[config.mk]
export PLATFORM = sky130hd
export DESIGN_NAME = tt_um_collect_flat
export DESIGN_NICKNAME = d
export VERILOG_FILES = /design/src/rtl/tt_um_collect_if.sv /design/src/rtl/tt_um_collect.sv /design/src/flat_wrapper.sv
export SDC_FILE = /design/constraint.sdc
export NUM_CORES = 1
export LEC_CHECK = 0
export CAP_MARGIN = 40
export CORE_MARGIN = 1
export CORE_UTILIZATION = 35
export CTS_CLUSTER_DIAMETER = 150
export DETAILED_ROUTE_END_ITERATION = 10
export GPL_ROUTABILITY_DRIVEN = 0
export HOLD_SLACK_MARGIN = 0.06
export PLACE_DENSITY = 0.51
export SLEW_MARGIN = 0
export SYNTH_ARGS = -nofsm -noshare
export SYNTH_HDL_FRONTEND = slang
export SYNTH_SLANG_ARGS = --single-unit
[constraint.sdc]
create_clock -name clk -period 5.8 [get_ports clk]
set_clock_uncertainty 0.05 [all_clocks]
set_input_delay 1.16 -clock clk [delete_from_list [all_inputs] [get_ports clk]]
set_output_delay 1.16 -clock clk [all_outputs]
set_load 0.1 [all_outputs]
[src/rtl/tt_um_collect_if.sv]
// Bit-serial collector bus.
//
// Groups the upstream bit-slice input, the downstream word handshake and the
// sticky status flags of tt_um_collect into one bundle.
//   in_valid       upstream multiplier is in its MULT phase
//   in_bit_select  bit position carried this cycle (0 = LSB)
//   in_bits        one result bit per lane for that position
//   out_ready      downstream accepts out_data this cycle
//   out_valid      out_data / out_index are valid
//   out_data       reassembled result word
//   out_index      lane number of out_data
//   overflow       sticky: a completed frame was dropped (FIFO full)
//   sync_err       sticky: an out-of-sequence bit position was seen
//
// Modports: master = upstream/downstream environment, slave = collector.
`timescale 1ns / 1ps

interface tt_um_collect_if #(
    parameter int unsigned MAX_OUT_LEN = 7,
    parameter int unsigned BIT_WIDTH   = 8
);
    logic                   in_valid;
    logic [2:0]             in_bit_select;
    logic [MAX_OUT_LEN-1:0] in_bits;
    logic                   out_ready;
    logic                   out_valid;
    logic [BIT_WIDTH-1:0]   out_data;
    logic [2:0]             out_index;
    logic                   overflow;
    logic                   sync_err;

    modport master (
        output in_valid,
        output in_bit_select,
        output in_bits,
        output out_ready,
        input  out_valid,
        input  out_data,
        input  out_index,
        input  overflow,
        input  sync_err
    );

    modport slave (
        input  in_valid,
        input  in_bit_select,
        input  in_bits,
        input  out_ready,
        output out_valid,
        output out_data,
        output out_index,
        output overflow,
        output sync_err
    );
endinterface

[src/rtl/tt_um_collect.sv]
// Bit-serial result collector.
//
// Reassembles MAX_OUT_LEN bit-serial result lanes into BIT_WIDTH-bit words.
// Each accepted cycle writes one bit position into every lane's shift word;
// the cycle carrying position BIT_WIDTH-1 completes a frame, which is pushed
// into a small frame FIFO. The reader drains the head frame one lane per
// transfer (lane 0 first) over a valid/ready handshake.
//
// Ports:
//   clk    single clock, rising edge
//   rst_n  asynchronous active-low reset
//   bus    tt_um_collect_if.slave (input slices, output words, status flags)
//
// The interface instance must be parameterised with the same MAX_OUT_LEN and
// BIT_WIDTH as this module. MAX_OUT_LEN and BIT_WIDTH are limited to 8 by the
// 3-bit in_bit_select / out_index fields.
`timescale 1ns / 1ps

module tt_um_collect #(
    parameter int unsigned MAX_OUT_LEN = 7,
    parameter int unsigned BIT_WIDTH   = 8,
    parameter int unsigned FIFO_DEPTH  = 2
) (
    input logic            clk,
    input logic            rst_n,
    tt_um_collect_if.slave bus
);

    localparam int unsigned PtrW = $clog2(FIFO_DEPTH);
    localparam int unsigned CntW = $clog2(FIFO_DEPTH + 1);

    localparam logic [2:0]      LastPos  = 3'(BIT_WIDTH - 1);
    localparam logic [2:0]      LastLane = 3'(MAX_OUT_LEN - 1);
    localparam logic [CntW-1:0] FullCnt  = CntW'(FIFO_DEPTH);

    if (FIFO_DEPTH < 2 || (FIFO_DEPTH & (FIFO_DEPTH - 1)) != 0) begin : g_bad_depth
        $error("FIFO_DEPTH must be a power of two and at least 2");
    end
    if (MAX_OUT_LEN < 1 || MAX_OUT_LEN > 8 || BIT_WIDTH < 2 || BIT_WIDTH > 8) begin : g_bad_size
        $error("MAX_OUT_LEN must be 1..8 and BIT_WIDTH 2..8");
    end

    typedef logic [BIT_WIDTH-1:0] frame_t [MAX_OUT_LEN];

    // ------------------------------------------------------------------
    // State
    // ------------------------------------------------------------------
    logic [2:0]      pos_q, pos_d;          // expected bit position
    frame_t          word_q, word_d;        // per-lane assembly words
    frame_t          fifo_q [FIFO_DEPTH];   // completed frames
    logic [PtrW-1:0] wr_ptr_q, rd_ptr_q;
    logic [CntW-1:0] count_q, count_d;
    logic [2:0]      lane_q, lane_d;        // lane presented by the reader
    logic            overflow_q, overflow_d;
    logic            sync_err_q, sync_err_d;

    logic complete;   // this edge finishes a frame
    logic xfer;       // downstream transfer this edge
    logic pop;        // last lane of the head frame leaves this edge
    logic push;       // completed frame is stored this edge
    logic fifo_full;

    // ------------------------------------------------------------------
    // Assembler
    // ------------------------------------------------------------------
    always_comb begin
        pos_d      = pos_q;
        word_d     = word_q;
        sync_err_d = sync_err_q;
        complete   = 1'b0;

        if (bus.in_valid) begin
            if (bus.in_bit_select == pos_q) begin
                for (int k = 0; k < MAX_OUT_LEN; k++) begin
                    word_d[k][bus.in_bit_select] = bus.in_bits[k];
                end
                if (pos_q == LastPos) begin
                    complete = 1'b1;
                    pos_d    = '0;
                end else begin
                    pos_d = pos_q + 3'd1;
                end
            end else begin
                // Out of sequence: drop the partial frame. A stray position 0
                // is taken as the start of a fresh frame rather than wasted.
                sync_err_d = 1'b1;
                for (int k = 0; k < MAX_OUT_LEN; k++) begin
                    word_d[k] = '0;
                end
                if (bus.in_bit_select == 3'd0) begin
                    for (int k = 0; k < MAX_OUT_LEN; k++) begin
                        word_d[k][0] = bus.in_bits[k];
                    end
                    pos_d = 3'd1;
                end else begin
                    pos_d = '0;
                end
            end
        end
    end

    // ------------------------------------------------------------------
    // Frame FIFO and reader
    // ------------------------------------------------------------------
    assign fifo_full = (count_q == FullCnt);
    assign xfer      = bus.out_valid && bus.out_ready;
    assign pop       = xfer && (lane_q == LastLane);
    // A pop frees the head slot on the same edge, so a full FIFO still
    // accepts a frame completing together with the last-lane transfer.
    assign push      = complete && (!fifo_full || pop);

    always_comb begin
        lane_d     = lane_q;
        overflow_d = overflow_q;
        count_d    = count_q + CntW'(push) - CntW'(pop);

        if (xfer) begin
            lane_d = pop ? 3'd0 : lane_q + 3'd1;
        end
        if (complete && !push) begin
            overflow_d = 1'b1;
        end
    end

    always_ff @(posedge clk or negedge rst_n) begin
        if (!rst_n) begin
            pos_q      <= '0;
            wr_ptr_q   <= '0;
            rd_ptr_q   <= '0;
            count_q    <= '0;
            lane_q     <= '0;
            overflow_q <= 1'b0;
            sync_err_q <= 1'b0;
            for (int k = 0; k < MAX_OUT_LEN; k++) begin
                word_q[k] <= '0;
            end
            for (int i = 0; i < FIFO_DEPTH; i++) begin
                for (int k = 0; k < MAX_OUT_LEN; k++) begin
                    fifo_q[i][k] <= '0;
                end
            end
        end else begin
            pos_q      <= pos_d;
            word_q     <= word_d;
            count_q    <= count_d;
            lane_q     <= lane_d;
            overflow_q <= overflow_d;
            sync_err_q <= sync_err_d;
            if (push) begin
                fifo_q[wr_ptr_q] <= word_d;
                wr_ptr_q         <= wr_ptr_q + PtrW'(1);
            end
            if (pop) begin
                rd_ptr_q <= rd_ptr_q + PtrW'(1);
            end
        end
    end

    // ------------------------------------------------------------------
    // Outputs
    // ------------------------------------------------------------------
    assign bus.out_valid = (count_q != '0);
    // Gated so a drained FIFO does not expose stale frame contents.
    assign bus.out_data  = bus.out_valid ? fifo_q[rd_ptr_q][lane_q] : '0;
    assign bus.out_index = lane_q;
    assign bus.overflow  = overflow_q;
    assign bus.sync_err  = sync_err_q;

endmodule

[src/flat_wrapper.sv]
// flat-port wrapper written by rule: the top's interface ports become plain ports
module tt_um_collect_flat 
#(
    parameter int unsigned MAX_OUT_LEN = 7,
    parameter int unsigned BIT_WIDTH   = 8,
    parameter int unsigned FIFO_DEPTH  = 2
)
  (clk, rst_n, bus_in_valid, bus_in_bit_select, bus_in_bits, bus_out_ready, bus_out_valid, bus_out_data, bus_out_index, bus_overflow, bus_sync_err);
  tt_um_collect_if #(.MAX_OUT_LEN(MAX_OUT_LEN), .BIT_WIDTH(BIT_WIDTH)) bus_i ();
  input logic clk;
  input logic rst_n;
  input wire logic [$bits(bus_i.in_valid)-1:0] bus_in_valid;
  input wire logic [$bits(bus_i.in_bit_select)-1:0] bus_in_bit_select;
  input wire logic [$bits(bus_i.in_bits)-1:0] bus_in_bits;
  input wire logic [$bits(bus_i.out_ready)-1:0] bus_out_ready;
  output wire logic [$bits(bus_i.out_valid)-1:0] bus_out_valid;
  output wire logic [$bits(bus_i.out_data)-1:0] bus_out_data;
  output wire logic [$bits(bus_i.out_index)-1:0] bus_out_index;
  output wire logic [$bits(bus_i.overflow)-1:0] bus_overflow;
  output wire logic [$bits(bus_i.sync_err)-1:0] bus_sync_err;
  assign bus_i.in_valid = bus_in_valid;
  assign bus_i.in_bit_select = bus_in_bit_select;
  assign bus_i.in_bits = bus_in_bits;
  assign bus_i.out_ready = bus_out_ready;
  assign bus_out_valid = bus_i.out_valid;
  assign bus_out_data = bus_i.out_data;
  assign bus_out_index = bus_i.out_index;
  assign bus_overflow = bus_i.overflow;
  assign bus_sync_err = bus_i.sync_err;
  tt_um_collect #(.MAX_OUT_LEN(MAX_OUT_LEN), .BIT_WIDTH(BIT_WIDTH), .FIFO_DEPTH(FIFO_DEPTH)) u_core (.clk(clk), .rst_n(rst_n), .bus(bus_i));
endmodule
# [Word-level counts from Yosys, hierarchy flattened]
# Index checks and enable logic that the tools add are counted.
[word_totals] register_bits=180 input_bits=14 output_inout_bits=14
[classes] n_addsub=6 n_lt_le_gt_ge=6 eq_ne=4 n_mux=35 bitwise=4 n_reduce_logical=12
[ops] operator="$mux 56" n=6
[ops] operator="$bwmux 112" n=1
[ops] operator="$bwmux 8" n=7
[ops] operator="$demux 56 s1" n=1
[ops] operator="$bmux 8 s3" n=1
[ops] operator="$mux 8" n=3
[ops] operator="$mux 1" n=12
[ops] operator="$mux 3" n=3
[ops] operator="$add 3x1->3 const B" n=2
[ops] operator="$eq 3x3->1 const B" n=2
[ops] operator="$logic_and 1x1->1" n=6
[ops] operator="$ge 2x2->1 const B" n=2
[ops] operator="$ge 4x4->1 const B" n=1
[ops] operator="$lt 3x4->1 const B" n=1
[ops] operator="$not 1->2" n=2
[ops] operator="$not 3->4" n=1
[ops] operator="$demux 1 s3" n=1
[ops] operator="$eq 3x3->1" n=1
[ops] operator="$ge 3x1->1 const B" n=1
[ops] operator="$logic_not 3->1" n=1
[ops] operator="$add 1x1->1 const B" n=2
[ops] operator="$add 2x1->2" n=1
[ops] operator="$eq 2x2->1 const B" n=1
[ops] operator="$logic_not 1->1" n=2
[ops] operator="6 further kinds" n=6

# [Longest topological paths before layout]
[depth] ltp_word=8 depth_mapped=11 ltp_nobuf=7

# [Least setup slack after synthesis]
# No wires, ideal clock.
[synth_timing] path_kind="flip-flop to output port" start="reg u_core.lane_q[1] (netlist: u_core.bus.out_index[1])" end="out bus_out_data[0]" arrival_time_ps=3591 t_required_ps=4590 setup_slack_ps=999 path_stages_with_launch=7 path_buffers=2 path_cell_list="dfrtp_1 clkbuf_1 clkbuf_1 nand3b_1 nor2_1 a21oi_1 a21oi_1"
[synth_between] elab_chain_cells=5
[synth_lines] element="from (decl)" line="tt_um_collect.sv:53" text="logic [2:0] lane_q, lane_d;"
[synth_lines] element="from (signal assigned)" line="tt_um_collect.sv:146" text="lane_q <= lane_d;"
[synth_lines] element="$not 3->4 (implied by the code)" line="tt_um_collect.sv:164" text="assign bus.out_data = bus.out_valid ? fifo_q[rd_ptr_q][lane_q] : '0;"
[synth_lines] element="$bmux 8 s3" line="tt_um_collect.sv:164"
[synth_lines] element="$mux 8 (implied by the code) (2 in a row)" line="tt_um_collect.sv:164"
[synth_lines] element="$mux 8" line="tt_um_collect.sv:164"
[synth_lines] element="to (decl)" line="flat_wrapper.sv:17" text="output wire logic [$bits(bus_i.out_data)-1:0] bus_out_data;"
# Every way passes these cells. The select of a mux whose other input is x is not followed.

# [Worst setup path in the final report]
[layout_timing] start="reg u_core.rd_ptr_q" end="out bus_out_data[4]"
[layout_between] elab_chain_cells=8
[layout_lines] element="from (decl)" line="tt_um_collect.sv:51" text="logic [PtrW-1:0] wr_ptr_q, rd_ptr_q;"
[layout_lines] element="from (signal assigned)" line="tt_um_collect.sv:154" text="rd_ptr_q <= rd_ptr_q + PtrW'(1);"
[layout_lines] element="$not 1->2 (implied by the code)" line="tt_um_collect.sv:164"
[layout_lines] element="$mux 56 (implied by the code) (3 in a row)" line="tt_um_collect.sv:164"
[layout_lines] element="$bmux 8 s3" line="tt_um_collect.sv:164"
[layout_lines] element="$mux 8 (implied by the code) (2 in a row)" line="tt_um_collect.sv:164"
[layout_lines] element="$mux 8" line="tt_um_collect.sv:164"
# Every way passes these cells. The select of a mux whose other input is x is not followed.

==> parameters.txt <==
Parameter                              Value

Pwr
  Static leakage    ~4.7 nW
  Clock Power Share    33.5%
  Net switching power figure    ~1.2 mW
  Internal Dissipation    2.40 mW
  Worst vdd rail ir drop    0.301 mV
  Total power per unit cell area    ~370 nW/um^2
  Part of the total power dissipated in sequential elements    37.4%
  Total power draw    3.63 mW
  Share of power burned in combinational logic    between 20% and 30%
  Switching power as a share of total power    33.9%

Finish
  Flip-flop and latch area    4510 sq um
  Most common cell after layout, fill and taps aside    sky130_fd_sc_hd__dfrtp_1
  Layout cell share with drive strength beyond 1    approximately 32%
  Final std cells w/o fill    966
  Total area of multi-input combinational cells    3480 sq um
  Final core occ    between 40 and 50%
  Layout Area Growth over Synthesis    18.8%
  Commonest non-fill, non-tap cells in the layout    sky130_fd_sc_hd__dfrtp_1 (179), sky130_fd_sc_hd__mux2_2 (80), sky130_fd_sc_hd__mux2i_1 (58)
  Nets@finish    around 660
  Fillcell total    2095
  Total inserted antenna cells    0

Timing
  Endpoints failing setup    0
  Setup repair after global routing missed its margin    no
  Count of final hold-check violations    0
  Sum Neg Setup Slack    0 ns
  Highest achievable clock rate    between 0.2 and 0.25 GHz
  Post-route worst setup slack    1.53 ns
  Measured slew at the worst slew-check pin    roughly 0.8 ns
  Number of pins exceeding their max-slew limit in the final report    0
  Max-slew headroom at the worst pin    between 40% and 50%
  Min Clock Period, post-route    approximately 4.3 ns
  Share of the clock period used by the worst path    about three quarters

Run
  Max-capacitance violation count    0

Routing
  Total number of vias    about 4900
  Routed Wire Length    19.1 mm
  Remaining design rule violation count    0
  WL/cell    19.8 um
  Violation count after the first detailed-route iteration    180
  Pre-Repair DR Iteration Count    4
  Vias per cell    around 5.0
  Post-DRT Antenna Nets    0

Synthesis
  Main synth FF type    sky130_fd_sc_hd__dfrtp_1
  Post-synthesis cell type with the largest combined area    sky130_fd_sc_hd__dfrtp_1
  Area of the mapped netlist    8220 sq um
  Post-synthesis register bit count    180
  Synth async-reset ratio    100%
  Nets in the synthesized netlist    around 630
  Synth Warn #    0
  Instance count of the mapped netlist    between 600 and 700
  Share of the synthesized area in the top cell type    around 55%
  Proportion of synthesized chip area in sequential cells    between 50% and 60%
  Count of flip-flops with a built-in enable after synthesis    0
  Post-synthesis average cell area    around 13 sq um
  Ranking of synthesized cells by area    sky130_fd_sc_hd__dfrtp_1 (55%), sky130_fd_sc_hd__mux2_2 (11%), sky130_fd_sc_hd__mux2_4 (7.3%)
  Number of distinct library cells after synthesis    40

CTS
  Resized cells post-CTS    0
  Master cell of the clock root buffer    sky130_fd_sc_hd__clkbuf_16
  Post-CTS clock slew at the launch and capture registers of the worst setup and hold paths    approximately 0.07 ns
  Post-CTS Repair Setup Buffers    0
  Number of sinks driven by the clock tree    180
  Max H-tree Level    4
  Hold-fix buffers, CTS    0
  Clock latency of the later-clocked register in the worst-skew pair    0.42 ns
  Clock tree from TritonCTS    built
  Max clock buf depth    2
  Clock buffer count from CTS    17

Setup path
  Element type at the critical path end    primary output
  Kind of critical path    flip-flop to primary output
  R2R setup slack    roughly 2.7 ns
  Critical Path Fanout Max    17
  CP arrival    between 3 and 4 ns
  Data required time at the worst endpoint    4.59 ns
  CP startpoint kind    flip-flop

Floorplanning
  Die height    ~160 um
  Number of top-level design ports    28
  Die area    between 20000 and 25000 sq um
  Initial core utilization    36.0%
  Standard-cell row count    55
  Chip width    155 um
  Placeable core area    22800 sq um

Placed design
  Number of placed cells counting well taps    approximately 930
  DP HPWL    12.4 mm
  PortBufs    27
  Placement-stage worst setup slack    1.62 ns

Global route
  Maximum number of pins on one net before global-route repair    69
  Vias in the first global route    between 5000 and 6000
  First-pass GRT wire length    30.7 mm
  Number of antenna violations at the first check in global routing    0
  GRT Overall Usage    17.0%
  GRT overflow    0

Run status
  Status    finished clean

Worst hold path
  Worst min-delay path category    flip-flop to flip-flop
-- synthesized netlist by cell type (2+ instances only) --
cell and instances:
sky130_fd_sc_hd__buf_1 2, sky130_fd_sc_hd__inv_1 5, sky130_fd_sc_hd__nor4bb_1 3, sky130_fd_sc_hd__nor4_1 2
sky130_fd_sc_hd__o2bb2ai_1 2, sky130_fd_sc_hd__dfrtp_1 180, sky130_fd_sc_hd__mux4_2 16, sky130_fd_sc_hd__o21ai_0 9
sky130_fd_sc_hd__mux2_4 40, sky130_fd_sc_hd__a31oi_1 10, sky130_fd_sc_hd__nand2b_1 2, sky130_fd_sc_hd__xor2_1 2
sky130_fd_sc_hd__a21o_1 3, sky130_fd_sc_hd__ha_1 5, sky130_fd_sc_hd__nor3b_1 2, sky130_fd_sc_hd__buf_2 19
sky130_fd_sc_hd__mux2_2 80, sky130_fd_sc_hd__buf_6 5, sky130_fd_sc_hd__xnor2_1 6, sky130_fd_sc_hd__or3_1 2
sky130_fd_sc_hd__clkbuf_1 24, sky130_fd_sc_hd__mux2i_1 58, sky130_fd_sc_hd__nand4b_1 3, sky130_fd_sc_hd__a21oi_1 23
sky130_fd_sc_hd__nor2_1 55, sky130_fd_sc_hd__nand2_1 33, sky130_fd_sc_hd__o221ai_1 8
-- cells by family after synthesis --
family | count (synthesis) | synth area share, %
mux | 194 | 29.7
buf+inv | 55 | 3.26
fa+ha+maj | 5 | 0.761
xor+xnor | 8 | 0.853
compound gates | 56 | 4.11
simple gates | 114 | 6.46
flops | 180 | 54.8
-- path summary, 6_finish.rpt --
check / endpoint / cells past startpoint / start
min reg2reg: u_core.bus.overflow / 1 / u_core.bus.overflow
max in group asynchronous: u_core.fifo_q[55] / 3 / rst_n
max: bus_out_data[4] / 7 / u_core.rd_ptr_q
max reg2reg: u_core.fifo_q[70] / 8 / u_core.bus.out_index[0]
min: u_core.bus.overflow / 1 / u_core.bus.overflow
min in group asynchronous: u_core.word_q[34] / 1 / rst_n
-- metal layers --
| metal | routed length [um] | share of wire (%) | track usage [%] | vias up |
|---|---|---|---|---|
| met4 | 263 | 1.4 | 4.72 | 0 |
| met1 | 9000 | 47 | 22.9 | 2554 |
| met5 | 0 | 0 | 0 | - |
| met3 | 514 | 2.7 | 3.20 | 13 |
| li1 | - | - | - | 2224 |
| met2 | 9320 | 49 | 27.8 | 68 |
-- critical path, cell delays in order (launching register included) --
cell                              delay, ns
sky130_fd_sc_hd__dfrtp_2               0.59
sky130_fd_sc_hd__buf_12                0.23
sky130_fd_sc_hd__buf_4                 0.25
sky130_fd_sc_hd__mux4_2                0.55
sky130_fd_sc_hd__a21oi_1               0.18
sky130_fd_sc_hd__a21oi_1               0.13
sky130_fd_sc_hd__clkdlybuf4s50_1       0.51
sky130_fd_sc_hd__buf_8                 0.18
-- per-stage QoR --
step,hold slack [ns],area (sq um)
5_1_grt,0.441,9760
4_1_cts,0.414,9760
3_3_place_gp,0.392,8770
2_1_floorplan,0.418,8220
6_report,0.412,9760
3_5_place_dp,0.398,9130
-- registers in the layout, summed over array words and instances, names as in the netlist --
| signal | flops |
|---|---|
| u_core.bus.overflow | 1 |
| u_core.fifo_q | 112 |
| u_core.bus.sync_err | 1 |
| u_core.word_q | 56 |
| u_core.wr_ptr_q | 1 |
| u_core.rd_ptr_q | 1 |
| u_core.count_q | 2 |
| u_core.pos_q | 3 |
| u_core.bus.out_index | 3 |
-- power by group through the flow --
stage	logic (mW)	registers [mW]	clock network, mW
2_1_floorplan	0.602	1.40	0
3_3_place_gp	0.807	1.43	0
3_5_place_dp	1.06	1.38	0
4_1_cts	1.06	1.36	1.25
5_1_grt	1.12	1.37	1.30
6_report	1.06	1.36	1.22
-- layout make-up --
class                           count  area share (%)
Clock inverter                     13            1.74
Multi-Input combinational cell    377            35.7
Clock buffer                       19            4.64
Timing Repair Buffer               59            7.53
Inverter                            5           0.192
Sequential cell                   180            46.2
Tap cell                          313            4.01
No activity file was read; power rests on OpenSTA's default activity.
